==> src/rtl/glb_axil_pkg.sv <==
// Shared constants and FSM state type for the AXI4-Lite to GLB config register bridge.
package glb_axil_pkg;

    localparam int DEF_ADDR_WIDTH = 32;
    localparam int DEF_DATA_WIDTH = 32;
    localparam int DEF_RD_TIMEOUT = 64;

    localparam logic [1:0] RESP_OKAY   = 2'b00;
    localparam logic [1:0] RESP_SLVERR = 2'b10;

    typedef enum logic [2:0] {
        IDLE,
        WR_PRE,
        WR_ACC,
        WR_RESP,
        RD_PRE,
        RD_ACC,
        RD_WAIT,
        RD_RESP
    } state_t;

    // Register accesses are whole 32-bit words only.
    function automatic logic misaligned(input logic [1:0] lsb);
        return lsb != 2'b00;
    endfunction

endpackage

==> src/rtl/glb_axil_reg_bridge.sv <==
// AXI4-Lite slave driving the GLB single-beat config register port, one access at a time.
// Optional macro GLB_AXIL_RD_TIMEOUT_EN adds an RD_TIMEOUT-cycle read watchdog answering SLVERR.
module glb_axil_reg_bridge
    import glb_axil_pkg::*;
#(
    parameter int ADDR_WIDTH = DEF_ADDR_WIDTH,
    parameter int DATA_WIDTH = DEF_DATA_WIDTH,
    parameter int RD_TIMEOUT = DEF_RD_TIMEOUT
) (
    input  logic                    clk,
    input  logic                    reset,
    input  logic [ADDR_WIDTH-1:0]   s_awaddr,
    input  logic                    s_awvalid,
    output logic                    s_awready,
    input  logic [DATA_WIDTH-1:0]   s_wdata,
    input  logic [DATA_WIDTH/8-1:0] s_wstrb,
    input  logic                    s_wvalid,
    output logic                    s_wready,
    output logic [1:0]              s_bresp,
    output logic                    s_bvalid,
    input  logic                    s_bready,
    input  logic [ADDR_WIDTH-1:0]   s_araddr,
    input  logic                    s_arvalid,
    output logic                    s_arready,
    output logic [DATA_WIDTH-1:0]   s_rdata,
    output logic [1:0]              s_rresp,
    output logic                    s_rvalid,
    input  logic                    s_rready,
    output logic                    wr_en,
    output logic                    wr_clk_en,
    output logic [ADDR_WIDTH-1:0]   wr_addr,
    output logic [DATA_WIDTH-1:0]   wr_data,
    output logic                    rd_en,
    output logic                    rd_clk_en,
    output logic [ADDR_WIDTH-1:0]   rd_addr,
    input  logic [DATA_WIDTH-1:0]   rd_data,
    input  logic                    rd_data_valid
);

    if (DATA_WIDTH != 32 || RD_TIMEOUT < 1) begin : g_bad_params
        $error("glb_axil_reg_bridge: DATA_WIDTH must be 32 and RD_TIMEOUT must be positive");
    end

    state_t state;
    logic   last_wr;
    logic   wr_pend;
    logic   rd_pend;
    logic   accept_wr;
    logic   accept_rd;

`ifdef GLB_AXIL_RD_TIMEOUT_EN
    localparam int CNT_W = ($clog2(RD_TIMEOUT + 1) > 8) ? $clog2(RD_TIMEOUT + 1) : 8;
    localparam logic [CNT_W-1:0] TIMEOUT_VAL = CNT_W'(RD_TIMEOUT);
    logic [CNT_W-1:0] rd_cnt;
`endif

    // AW and W are only taken as a pair; on contention the side not served last wins.
    always_comb begin
        wr_pend   = s_awvalid && s_wvalid;
        rd_pend   = s_arvalid;
        accept_wr = 1'b0;
        accept_rd = 1'b0;
        if (!reset && state == IDLE) begin
            accept_wr = wr_pend && (!rd_pend || !last_wr);
            accept_rd = rd_pend && (!wr_pend || last_wr);
        end
    end

    assign s_awready = accept_wr;
    assign s_wready  = accept_wr;
    assign s_arready = accept_rd;

    always_ff @(posedge clk or posedge reset) begin
        if (reset) begin
            state     <= IDLE;
            last_wr   <= 1'b0;
            s_bresp   <= RESP_OKAY;
            s_bvalid  <= 1'b0;
            s_rdata   <= '0;
            s_rresp   <= RESP_OKAY;
            s_rvalid  <= 1'b0;
            wr_en     <= 1'b0;
            wr_clk_en <= 1'b0;
            wr_addr   <= '0;
            wr_data   <= '0;
            rd_en     <= 1'b0;
            rd_clk_en <= 1'b0;
            rd_addr   <= '0;
`ifdef GLB_AXIL_RD_TIMEOUT_EN
            rd_cnt    <= '0;
`endif
        end else begin
            case (state)
                IDLE: begin
                    if (accept_wr) begin
                        last_wr <= 1'b1;
                        wr_addr <= s_awaddr;
                        wr_data <= s_wdata;
                        if (misaligned(s_awaddr[1:0]) || !(&s_wstrb)) begin
                            s_bvalid <= 1'b1;
                            s_bresp  <= RESP_SLVERR;
                            state    <= WR_RESP;
                        end else begin
                            wr_clk_en <= 1'b1;
                            state     <= WR_PRE;
                        end
                    end else if (accept_rd) begin
                        last_wr <= 1'b0;
                        rd_addr <= s_araddr;
                        if (misaligned(s_araddr[1:0])) begin
                            s_rvalid <= 1'b1;
                            s_rresp  <= RESP_SLVERR;
                            s_rdata  <= '0;
                            state    <= RD_RESP;
                        end else begin
                            rd_clk_en <= 1'b1;
                            state     <= RD_PRE;
                        end
                    end
                end
                WR_PRE: begin
                    wr_en <= 1'b1;
                    state <= WR_ACC;
                end
                WR_ACC: begin
                    wr_en     <= 1'b0;
                    wr_clk_en <= 1'b0;
                    s_bvalid  <= 1'b1;
                    s_bresp   <= RESP_OKAY;
                    state     <= WR_RESP;
                end
                WR_RESP: begin
                    if (s_bready) begin
                        s_bvalid <= 1'b0;
                        state    <= IDLE;
                    end
                end
                RD_PRE: begin
                    rd_en <= 1'b1;
                    state <= RD_ACC;
`ifdef GLB_AXIL_RD_TIMEOUT_EN
                    rd_cnt <= '0;
`endif
                end
                RD_ACC: begin
                    rd_en <= 1'b0;
`ifdef GLB_AXIL_RD_TIMEOUT_EN
                    rd_cnt <= rd_cnt + CNT_W'(1);
`endif
                    if (rd_data_valid) begin
                        rd_clk_en <= 1'b0;
                        s_rdata   <= rd_data;
                        s_rresp   <= RESP_OKAY;
                        s_rvalid  <= 1'b1;
                        state     <= RD_RESP;
                    end else begin
                        state <= RD_WAIT;
                    end
                end
                RD_WAIT: begin
                    // Data arriving in the expiry cycle takes priority over the timeout.
                    if (rd_data_valid) begin
                        rd_clk_en <= 1'b0;
                        s_rdata   <= rd_data;
                        s_rresp   <= RESP_OKAY;
                        s_rvalid  <= 1'b1;
                        state     <= RD_RESP;
                    end
`ifdef GLB_AXIL_RD_TIMEOUT_EN
                    else if (rd_cnt >= TIMEOUT_VAL) begin
                        rd_clk_en <= 1'b0;
                        s_rdata   <= '0;
                        s_rresp   <= RESP_SLVERR;
                        s_rvalid  <= 1'b1;
                        state     <= RD_RESP;
                    end else begin
                        rd_cnt <= rd_cnt + CNT_W'(1);
                    end
`endif
                end
                RD_RESP: begin
                    if (s_rready) begin
                        s_rvalid <= 1'b0;
                        state    <= IDLE;
                    end
                end
                default: state <= IDLE;
            endcase
        end
    end

endmodule

==> config.mk <==
export PLATFORM = sky130hd
export DESIGN_NAME = glb_axil_reg_bridge
export DESIGN_NICKNAME = d
export VERILOG_FILES = /design/src/rtl/glb_axil_pkg.sv /design/src/rtl/glb_axil_reg_bridge.sv
export SDC_FILE = /design/constraint.sdc
export NUM_CORES = 1
export LEC_CHECK = 0
export CAP_MARGIN = 20
export CORE_ASPECT_RATIO = 0.75
export CORE_MARGIN = 4
export CORE_UTILIZATION = 40
export CTS_CLUSTER_SIZE = 24
export DETAILED_ROUTE_END_ITERATION = 7
export PLACE_DENSITY = 0.8
export SYNTH_ARGS = -nofsm -noshare
export SYNTH_HDL_FRONTEND = slang
export SYNTH_SLANG_ARGS = --single-unit
==> constraint.sdc <==
create_clock -name clk -period 7.1 [get_ports clk]
set_clock_uncertainty 0.1 [all_clocks]
set_input_delay 1.065 -clock clk [delete_from_list [all_inputs] [get_ports clk]]
set_output_delay 1.065 -clock clk [all_outputs]
set_load 0.03 [all_outputs]
Yosys cells after proc, flatten, opt, wreduce, memory -nomap -nowiden
Index checks and enable logic that the tools add are counted.
{ "op_classes": {"n_eq_ne": 19, "mux": 46, "n_bitwise": 1, "reduce_logical": 34} }
{ "op_table": {"columns": ["op", "count"], "rows": [
  ["2-to-1 mux 32 bit", 4],
  ["case mux 32 bit (2 select lines)", 1],
  ["case mux 3 bit (8 select lines)", 1],
  ["2-to-1 mux 1 bit", 19],
  ["2-to-1 mux 2 bit", 8],
  ["!= test 2 bit (second input constant)", 8],
  ["2-to-1 mux 3 bit", 5],
  ["nonzero test 2 bit", 7],
  ["equality test 3 bit (second input constant)", 4],
  ["AND reduction 4 bit", 3],
  ["AND reduction 5 bit", 2],
  ["AND reduction 3 bit", 3],
  ["case mux 1 bit (2 select lines)", 4],
  ["case mux 2 bit (2 select lines)", 2],
  ["equality test 3 x 2 -> 1 bit (second input constant)", 2],
  ["!= test 2 x 1 -> 1 bit (second input constant)", 3],
  ["case mux 1 bit (3 select lines)", 2],
  ["AND reduction 6 bit", 1],
  ["nonzero test 3 bit", 2],
  ["zero test 1 bit", 5],
  ["logical AND 1 bit", 4],
  ["AND reduction 2 bit", 2],
  ["equality test 3 x 1 -> 1 bit (second input constant)", 1],
  ["zero test 3 bit", 1],
  ["other kinds (4)", 6]
]} }
{ "word_totals": {"regBits": 142, "input_bits": 140, "word_cells": 114} }

Logic depth before layout (Yosys ltp)
{ "logic_depth": {"ltp_word": 8, "mapped_depth": 6, "depth_no_buf": 4} }

Worst setup path before layout
OpenSTA, ideal clock, no wires.
{ "synth_path": {"path_kind": "in2out", "start": "input reset", "end": "output s_arready", "arrival_time_ns": 5.073, "required_ns": 5.935, "path_slack_ns": 0.862, "path_stages": 6, "n_path_buf": 2, "cell_sequence": "inv_1 -> o211a_1 -> nand2b_1 -> clkbuf_1 -> buf_2 -> inv_1"} }
{ "synth_between": {"elab_chain_len": 3} }
{ "synth_lines": {"columns": ["element", "line_no", "source"], "rows": [
  ["start: declaration", "glb_axil_reg_bridge.sv:11", "input logic reset,"],
  ["zero test 1 bit (no line)", null, null],
  ["logical AND 1 bit", "glb_axil_reg_bridge.sv:63", "if (!reset && state == IDLE) begin"],
  ["2-to-1 mux 1 bit", "glb_axil_reg_bridge.sv:63", null],
  ["end: declaration", "glb_axil_reg_bridge.sv:24", "output logic s_arready,"]
]} }
Every way passes these cells.

Worst setup path after layout
Ends and elaborated chain as after synthesis.

==> impl_metrics.ini <==
[cts]
cts.clk_slew.worst_paths_ps = 60
cts_setup_buffers = 0
hold_buffers = 0
htreeDepth = 4
cts_tree = yes
clkSinkCount = 140
clk_latency_ps = 390
clk_root_buffer_cell = clkbuf_16
cts_buffers = 17
ctsResizeCount = 0
clk_path_buf_depth = 2

[synth]
synth_ff_type = dfrtp_1
synthAdderAreaFrac_pct = 0
synth_cells = 424
ys_ff_latch = 140
yosys_warnings = 0
synth-edff-count = 0
synthArstFlopShare_pct = 100
yosysUniqueCellTypes = 34
synth_compound_area_share_pct = 6.95
synth_top_cell_area_share_pct = 63.4
yosys.area.top_type = dfrtp_1
synth_top_family_by_area = multiplexers
synth_mux_area_share_pct = 19.8
syn_area_per_cell_um2 = 13.0
synth-simple-area-share_pct = 6.52
yosys-top-cells-count = dfrtp_1, nand2_1, mux2_2
ys_seq_area_share_pct = 63.4
syn-cell-area_um2 = 5520
synth-xor-area-share_pct = 0.159
synth.most_common_cell = dfrtp_1
synth_area_leaders = dfrtp_1, mux2_2, mux2_1

[worst_setup_path]
critPathMaxStageDelay_ps = 710
crit_chain = clkdlybuf4s50_1, inv_6, o211a_1, nand2b_1, inv_1, clkdlybuf4s50_1
critPathRequiredTime_ps = 5930
cp_max_fo = 60
cp.arrival_ps = 3250
endpoint_kind = output port
crit_path_start_kind = input pin
crit_slowest_cell = clkdlybuf4s50_1
crit_top_cell = clkdlybuf4s50_1
critical_path_class = in2out

[die]
fp.dieArea_um2 = 15800
die_h_um = 110
core_area_um2 = 13200
pin_count = 281
initial_core_util_pct = 41.7
num_rows = 36
fp.dieW_um = 144

[route]
dr.pass1.iters = 4
wl_per_cell_um = 17.7
drc = 0
viasPerCell = 4.88
ant_nets = 0
drtIter0Drc = 138
vias = 4324
wl_mm = 15.7

[timing]
hold_viol = 0
layout_min_cycle_time_ps = 4410
worst_pin_slew_ps = 863
finalMaxSlewViolations = 0
timing.fmax_mhz = 227
post-route-period-util_pct = 62.2
relSlewSlack_pct = 42.5
rsz0062_at_grt = no
setup_tns_ps = 0
setup_viol = 0

[placement]
dpl.cell_count = 852
globalplace.congestion = 0.847
io_buffers = 278
dp_hpwl_mm = 11.8

[power]
combinationalPowerShare_pct = 45.7
p_clk_share_pct = 21.8
p_per_area_nw_per_um2 = 448
p_sw_share_pct = 38.4
internal_power_w = 0.00251
p_leak_nw = 3.95
ir_drop_v = 0.000243
p_total_w = 0.00407
p_sw_w = 0.00156
pwr-share-seq_pct = 32.5

[layout]
fillers = 975
drive_gt1_share_pct = 15.1
fin_cells = 886
syn_to_final_growth_pct = 64.5
fin_nets = 842
num_antenna_cells = 0

[global_routing]
grt_max_degree = 83
grt_antenna_before_repair = 0
track_usage_pct = 19.5
grt_pass1_wl_mm = 23.9
grt-ovfl-total = 0
grt_pass1_vias = 4584

[run]
drv_cap = 0

[hold_path]
hold_class = reg2reg

[outcome]
outcome = completed
[cell families (layout without fill, tap and decap cells)]
group | after synthesis | in the layout
mux | 97 | 97
compound gates | 64 | 64
xor+xnor | 1 | 1
flops | 140 | 140
other cells | 1 | 2
buf+inv | 32 | 322
simple gates | 89 | 89
[final timing paths]
| path | from | endpoint | slack, ps | depth (start not counted) |
|---|---|---|---|---|
| max | reset | s_arready | 2690 | 6 |
| min | wr_data[21]$_DFFE_PP0P_ | wr_data[21]$_DFFE_PP0P_ | 380 | 1 |
| max reg2reg | state[1]$_DFFE_PP0P_ | wr_addr[28]$_DFFE_PP0P_ | 4090 | 4 |
| min reg2reg | wr_data[21]$_DFFE_PP0P_ | wr_data[21]$_DFFE_PP0P_ | 380 | 1 |
| max in group asynchronous | reset | rd_addr[4]$_DFFE_PP0P_ | 4730 | 4 |
| min in group asynchronous | reset | s_rresp[1]$_DFFE_PP0P_ | 1160 | 2 |
[sequential cells by signal, indices dropped and copies added, names as in the netlist, 3 cells and up]
| register | count |
|---|---|
| rd_addr | 32 |
| s_rdata | 32 |
| state | 3 |
| wr_addr | 32 |
| wr_data | 32 |
[worst max-delay path, delay by kind of cell]
kind / cells / cell delay (ps)
AND/OR/NAND/NOR: 1 / 80
buffers and inverters: 4 / 1800
AO/OA/AOI/OAI: 1 / 290
[power groups by stage]
stage | Sequential (W) | Combinational [W] | Clock [W]
floorplan | 0.00193 | 0.000398 | 0
global placement | 0.00132 | 0.00183 | 0
detailed placement | 0.00134 | 0.00187 | 0
CTS | 0.00133 | 0.00188 | 0.000910
global route | 0.00137 | 0.00197 | 0.000945
finish | 0.00133 | 0.00186 | 0.000887
[through the flow]
| step | hold slack [ps] | worst slack, ps | utilization [%] | cell area [um^2] |
|---|---|---|---|---|
| 4_1_cts | 390 | 2640 | 68.3 | 9040 |
| 2_1_floorplan | 501 | 862 | - | 5530 |
| 6_report | 384 | 2690 | 68.6 | 9080 |
| 3_5_place_dp | 376 | 2650 | 63.7 | 8440 |
| 3_3_place_gp | 360 | 2690 | 63.5 | 8410 |
| 5_1_grt | 396 | 2510 | 68.6 | 9080 |
[per-layer routing]
metal,wire length [um],vias up,global-route usage (%),part of all wire (%)
met5,0,-,0,0
met4,187,0,7.06,1.2
met3,1560,16,7.39,9.9
met2,7910,180,32.5,50
met1,6030,2110,23.3,38
li1,-,2018,-,-
[placed cells by master (no fill, tap or decap), types with 5 or more instances in the layout]
cell type / count
clkdlybuf4s50_1: 278
dfrtp_1: 140
nand2_1: 73
mux2_2: 67
o21ai_0: 40
mux2_1: 30
clkbuf_16: 17
a21oi_1: 8
nor2_1: 5
clkinvlp_4: 5
[cell type report]
cell class | instances | area (um^2) | share of cell area (%)
Sequential cell | 140 | 3500 | 38.6
Multi-Input combinational cell | 253 | 1860 | 20.5
Inverter | 5 | 23.8 | 0.262
Clock buffer | 19 | 433 | 4.77
Tap cell | 171 | 214 | 2.36
Clock inverter | 13 | 168 | 1.85
Timing Repair Buffer | 285 | 2880 | 31.7
Power figures use the tool's default switching activity.
